[src/rtl/tff_bank.sv]
// tff_bank: bank of WIDTH configurable flip-flops (T / D / JK / masked clear)
// with a registered per-bit change mask and an optional saturating counter of
// bit changes. Optional feature macro: TFF_TOGGLE_CNT_EN (adds tog_cnt and
// makes cnt_clr meaningful).

// Per-bit next-state selector; one instance per bank bit.
module tff_bit (
  input  logic [1:0] mode,
  input  logic       q,
  input  logic       t,
  input  logic       d,
  output logic       q_nxt
);
  // mode 00=T, 01=D, 10=JK (t=J, d=K), 11=clear where t is set
  always_comb begin
    q_nxt = q;
    unique case (mode)
      2'b00:   q_nxt = q ^ t;
      2'b01:   q_nxt = d;
      2'b10:   q_nxt = (t & ~q) | (~d & q);
      default: q_nxt = q & ~t;
    endcase
  end
endmodule

module tff_bank #(
  parameter int WIDTH = 8,
  parameter int CNT_W = 16
) (
  input  logic             clk,
  input  logic             rst,
  input  logic             en,
  input  logic [1:0]       mode,
  input  logic [WIDTH-1:0] t,
  input  logic [WIDTH-1:0] d,
  input  logic             cnt_clr,
  output logic [WIDTH-1:0] q,
  output logic [WIDTH-1:0] qb,
  output logic [WIDTH-1:0] toggled
`ifdef TFF_TOGGLE_CNT_EN
  ,
  output logic [CNT_W-1:0] tog_cnt
`endif
);

  logic [WIDTH-1:0] q_nxt;
  logic [WIDTH-1:0] diff;

  for (genvar i = 0; i < WIDTH; i++) begin : g_bit
    tff_bit u_bit (
      .mode  (mode),
      .q     (q[i]),
      .t     (t[i]),
      .d     (d[i]),
      .q_nxt (q_nxt[i])
    );
  end

  assign diff = q_nxt ^ q;
  assign qb   = ~q;

  // State and change mask; en=0 holds q and reports no changes
  always_ff @(posedge clk) begin
    if (rst) begin
      q       <= '0;
      toggled <= '0;
    end else if (en) begin
      q       <= q_nxt;
      toggled <= diff;
    end else begin
      toggled <= '0;
    end
  end

`ifdef TFF_TOGGLE_CNT_EN
  // Popcount is 0..WIDTH; the add is done wide enough that it cannot wrap
  localparam int PC_W  = $clog2(WIDTH + 1);
  localparam int SUM_W = ((CNT_W > PC_W) ? CNT_W : PC_W) + 1;

  logic [PC_W-1:0]  pc;
  logic [SUM_W-1:0] sum;
  logic [SUM_W-1:0] cnt_max;

  // Count the bits that change this cycle
  always_comb begin
    pc = '0;
    for (int i = 0; i < WIDTH; i++) pc = pc + PC_W'(diff[i]);
  end

  assign cnt_max = SUM_W'({CNT_W{1'b1}});
  assign sum     = SUM_W'(tog_cnt) + SUM_W'(pc);

  // Saturating change counter; clear beats a same-cycle increment
  always_ff @(posedge clk) begin
    if (rst || cnt_clr)
      tog_cnt <= '0;
    else if (en)
      tog_cnt <= (sum > cnt_max) ? cnt_max[CNT_W-1:0] : sum[CNT_W-1:0];
  end
`else
  logic unused_cnt_clr;
  assign unused_cnt_clr = cnt_clr;
`endif

endmodule

[config.mk]
export PLATFORM = sky130hd
export DESIGN_NAME = tff_bank
export DESIGN_NICKNAME = d
export VERILOG_FILES = /design/src/rtl/tff_bank.sv
export SDC_FILE = /design/constraint.sdc
export NUM_CORES = 1
export LEC_CHECK = 0
export CAP_MARGIN = 10
export CORE_UTILIZATION = 30
export DETAILED_ROUTE_END_ITERATION = 8
export DONT_BUFFER_PORTS = 1
export PLACE_DENSITY = 0.45
export SLEW_MARGIN = 20
export SYNTH_ARGS = -nofsm -noshare
export SYNTH_HDL_FRONTEND = slang
export SYNTH_SLANG_ARGS = --single-unit
[constraint.sdc]
create_clock -name clk -period 1.2 [get_ports clk]
set_input_delay 0.12 -clock clk [delete_from_list [all_inputs] [get_ports clk]]
set_output_delay 0.12 -clock clk [all_outputs]
set_load 0.02 [all_outputs]
==> impl_metrics.json, run 1 <==
{
  "slew_viol_final": 0,
  "totalWireLength_um": 3270,
  "critical_path.max_fanout": 3,
  "hp-class": "input port to register",
  "drcViolationCount": 0,
  "layout.cells.non_filler": 201,
  "initial_core_util_pct": 31.4,
  "status": "finished clean",
  "synth_area_um2": 1270,
  "fillers": 415,
  "critPathLaunchType": "register",
  "fp.dieW_um": 67.0,
  "clock_skew_ns": 0.00270,
  "cts_buffers": 3,
  "design.core.area_um2": 4030,
  "fmax_mhz": 844,
  "postLayoutCoreUtil_pct": 41.2,
  "cp_num_buf_inv": 0,
  "ant_nets": 0,
  "worst_setup_path_end_kind": "register",
  "cp_slowest_cell": "dfxtp_2",
  "first_global_vias": 1064,
  "clk_latency_ns": 0.25,
  "critical_path.max_stage_delay_ns": 0.35,
  "worstSetupPathType": "register to register",
  "rsz0062_at_grt": "true",
  "cts_tree": "done",
  "die_h_um": 67.0,
  "period_minus_slack_ns": 1.19,
  "rrSetupSlack_ns": 0.01,
  "first_pass_iters": 4,
  "slew_headroom_pct": 71.9,
  "setup_viol": 0,
  "crit_required_ns": 1.35,
  "drt-initial-drc-count": 44,
  "ir_drop_v": 0.000500,
  "fp-row-count": 23,
  "dieArea_um2": 4480,
  "final_nets": 183,
  "antenna_found_initial": 0,
  "port_buffers": 0,
  "synth-seq-cells": 16,
  "track_usage_pct": 15.0,
  "post-place-cells": 195,
  "cts-root-buf": "clkbuf_8",
  "clk_pin_slew_ns": 0.07,
  "synth_cells": 133,
  "routed_via_density": 5.22,
  "cts_sinks": 16,
  "p_total_mw": 1.59,
  "powerDensity_nw_per_um2": 956,
  "leakagePower_nw": 0.629,
  "placed_area_um2": 1470,
  "report.final.hold_viol_count": 0,
  "cts_max_level": 1,
  "worstMarginPinSlew_ns": 0.420,
  "drive_above_1_share_pct": 49.7,
  "yosys_warnings": 0,
  "drv_cap": 0,
  "arrival_ns": 1.33,
  "cp_cell_sequence": "ha_4 -> a22oi_2 -> a211oi_2 -> a31o_1",
  "grt_overflow": 0,
  "vias": 1050,
  "grt_pass1_wl_um": 4850,
  "diodes": 0,
  "cts_max_path_buffers": 2,
  "syn_nets": 163,
  "crit_family": "compound AO/OA/AOI/OAI gates",
  "fin_area_um2": 1660,
  "synthDistinctLibCells": 24,
  "ioPinCount": 46,
  "place_congestion": 0.739,
  "wl_per_cell_um": 16.3,
  "dp_hpwl_um": 2290,
  "period_share_pct": 98.8,
  "yosysSeqAreaShare_pct": 25.3,
  "grt_max_degree": 11,
  "syn_avg_cell_area_um2": 9.52,
  "syn_to_final_growth_pct": 31.2
}
[where the power goes]
part           internal, mW  switching (mW)  total [mW]
sequential            0.578          0.0531       0.631
combinational         0.241           0.291       0.532
clock                 0.223           0.202       0.425
[cell type report]
cell class	count	area [um2]	area share [%]
Sequential cell	16	329	19.8
Clock buffer	3	41.3	2.48
Inverter	16	60.1	3.61
Multi-Input combinational cell	86	922	55.5
Tap cell	50	62.6	3.77
Timing Repair Buffer	30	246	14.8
[stage by stage]
stage / hold WS, ns / setup TNS (ns) / setup slack, ns
final: 0.0554 / 0 / 0.0149
after global routing: 0.0674 / -0.109 / -0.0328
after CTS: 0.0586 / 0 / 0.00147
after detailed placement: 0.209 / 0 / 0.00262
after global placement: 0.206 / 0 / 0.0237
after floorplan: 0.394 / 0 / 0.00993
[synth_stat cells]
cell      instances  share of area (%)
a31o_1            7                4.8
a22oi_1           7                4.2
buf_12            1                1.6
nand2_1           4                1.2
dfxtp_1          16                 25
mux2i_1           9                7.1
inv_1            16                4.7
nor2b_4           1                1.1
o31ai_1           7                4.2
o211ai_4          6                 10
clkbuf_1          1               0.30
nand2b_1         10                4.9
buf_4             9                5.3
nor2b_1           1               0.49
buf_2             3                1.2
o211ai_1          1               0.59
a211oi_2          7                6.9
ha_1              8                7.9
nand3_1           8                3.2
o22ai_1           1               0.49
nor2_1            7                2.1
o211ai_2          1               0.99
buf_6             1               0.89
nor2_2            1               0.49
[state kept, by name, indices dropped and copies added (netlist names)]
| signal | flops |
|---|---|
| q | 8 |
| toggled | 8 |
[routing by layer]
metal	up-vias	global-route usage (%)	wire, um
li1	507	-	-
met1	507	17.4	1420
met2	30	26.4	1670
met3	6	3.08	134
met4	0	5.85	45
met5	-	0	0
[final timing paths]
| kind | to | cells after the start | startpoint |
|---|---|---|---|
| hold / removal | q[4] | 2 | en |
| setup / recovery | toggled[7] | 4 | q[7] |
| setup reg to reg | toggled[7] | 4 | q[7] |
| hold reg to reg | toggled[4] | 3 | q[4] |
[cells in the final DEF (no fill, tap or decap), types with 4 or more instances in the layout]
cell type / n
mux2i_1: 6
buf_4: 26
nand3_1: 5
a22oi_2: 7
a31o_1: 7
inv_1: 16
dfxtp_2: 7
o31ai_1: 6
o211ai_4: 6
nand2_1: 4
dfxtp_1: 9
nor2_1: 7
nand2b_1: 10
ha_4: 7
a211oi_2: 7
[worst register-to-register path, delay by kind of cell, from the launching register on]
family	cells	cell delay, ns
flops	1	0.35
fa+ha+maj	1	0.19
compound gates	3	0.54
[cell families after synthesis]
| kind of cell | synth area share, % |
|---|---|
| buf+inv | 14.0 |
| fa+ha+maj | 7.91 |
| mux | 7.11 |
| flops | 25.3 |
| simple gates | 13.4 |
| compound gates | 32.2 |
[timing repair]
| item | 4_1_cts | 5_1_grt |
|---|---|---|
| hold buffers | 2 | 0 |
| pin swaps | 3 | 11 |
| resized for setup | 1 | 16 |
| hold endpoints to repair | 8 | 0 |
| setup endpoints to repair | 2 | 11 |
| setup buffers | 1 | 0 |
Note: power is estimated with default switching activity, not from simulation.
==> run 2, diff against run 1 <==
- CORE_UTILIZATION: 30 -> 35
- PLACE_DENSITY: 0.45 -> 0.51
==> impl_metrics.json, run 2 (synthesis results as in run 1) <==
{
  "status": "finished clean",
  "design.core.area_um2": 3390,
  "period_minus_slack_ns": 1.19,
  "fp.dieW_um": 62.1,
  "die_h_um": 62.1,
  "drcViolationCount": 0,
  "antenna_found_initial": 0,
  "clk_latency_ns": 0.29,
  "worstMarginPinSlew_ns": 0.382,
  "fillers": 323,
  "final_nets": 184,
  "setup_viol": 0,
  "hp-class": "input port to register",
  "ant_nets": 0,
  "slew_headroom_pct": 74.4,
  "critical_path.max_fanout": 2,
  "dp_hpwl_um": 2230,
  "fin_area_um2": 1670,
  "leakagePower_nw": 0.636,
  "rsz0062_at_grt": "true",
  "mostFrequentLayoutCells": "20 x buf_4, 10 x nand2b_1, 9 x inv_1, 9 x dfxtp_1",
  "ir_drop_v": 0.000360,
  "grt_max_degree": 11,
  "critPathLaunchType": "register",
  "top_regs": "q x8, toggled x8",
  "dieArea_um2": 3860,
  "final_common_cell": "buf_4",
  "worstSetupPathType": "register to register",
  "fmax_mhz": 843,
  "track_usage_pct": 16.7,
  "clock_skew_ns": 0.00862,
  "slew_viol_final": 0,
  "cts_buffers": 3,
  "powerDensity_nw_per_um2": 888,
  "whs_ns": 0.0161,
  "cts-root-buf": "clkbuf_4",
  "grt_pass1_wl_um": 4920,
  "place_congestion": 0.801,
  "cts_sinks": 16,
  "wl_per_cell_um": 16.3,
  "multi_input_area_um2": 908,
  "port_buffers": 0,
  "report.final.hold_viol_count": 0,
  "worst_setup_path_end_kind": "register",
  "cts_max_level": 1,
  "initial_core_util_pct": 37.4,
  "fp-row-count": 21,
  "ioPinCount": 46,
  "vias": 1093,
  "grt_overflow": 0,
  "placed_area_um2": 1460,
  "routed_via_density": 5.52,
  "totalWireLength_um": 3240,
  "cts_tree": "done",
  "crit_required_ns": 1.39,
  "setup_tns_ns": 0,
  "clk_pin_slew_ns": 0.10,
  "syn_to_final_growth_pct": 31.9,
  "first_global_vias": 1051,
  "arrival_ns": 1.37,
  "drv_cap": 0,
  "cts_max_path_buffers": 2,
  "drive_above_1_share_pct": 53.9,
  "period_share_pct": 98.8,
  "first_pass_iters": 4,
  "rrSetupSlack_ns": 0.01,
  "drt-initial-drc-count": 39,
  "ff_latch_area_um2": 334,
  "diodes": 0
}
run 2: cell count changes in the layout (fill, tap and decap cells not counted), sizes merged:
cell,delta
buf,+1
run 2: worst paths after layout:
path           endpoint  cells past startpoint  startpoint
max          toggled[2]                      5        q[2]
max reg2reg  toggled[2]                      5        q[2]
min                q[4]                      2          en
min reg2reg  toggled[4]                      3        q[4]
run 2: metrics by stage:
stage / util (%) / power (mW) / setup slack (ns) / instances
CTS: 45.4 / 1.44 / -0.00519 / 198
detailed placement: 43.0 / 1.10 / 0.00159 / 190
global placement: 43.0 / 1.09 / 0.0206 / 190
floorplan: - / 1.02 / 0.00993 / 133
finish: 49.3 / 1.48 / 0.0144 / 198
global route: 49.3 / 1.59 / -0.0303 / 198
run 2: timing repair:
action | in CTS | in global routing
resized for setup | 5 | 27
pin swaps | 5 | 6
hold endpoints to repair | 8 | 0
setup buffers | 3 | 0
hold buffers | 2 | 0
endpoints found under the setup margin | 7 | 21
run 2: metal layers:
layer | global-route usage (%) | vias to the layer above | wire length, um
li1 | - | 515 | -
met1 | 20.1 | 530 | 1390
met2 | 26.9 | 42 | 1570
met3 | 4.60 | 6 | 201
met4 | 8.72 | 0 | 74
met5 | 0 | - | 0
run 2: power breakdown:
part / switching, mW / internal (mW) / total (mW)
clock: 0.177 / 0.117 / 0.293
sequential: 0.0549 / 0.576 / 0.631
combinational: 0.298 / 0.262 / 0.559
total: 0.529 / 0.954 / 1.48
run 2: area by class of cell:
class | count | area share (%)
flip-flops and latches | 16 | 20.0
inverters | 16 | 3.60
multi-input cells | 86 | 54.4
clock buffers | 3 | 1.35
repair buffers | 31 | 17.2
well taps | 46 | 3.45
run 2: worst max-delay path: stages, from the launching register on:
cell     delay [ns]
dfxtp_4        0.37
ha_4           0.15
mux2i_2        0.16
a22oi_2        0.09
buf_4          0.14
a31o_1         0.16
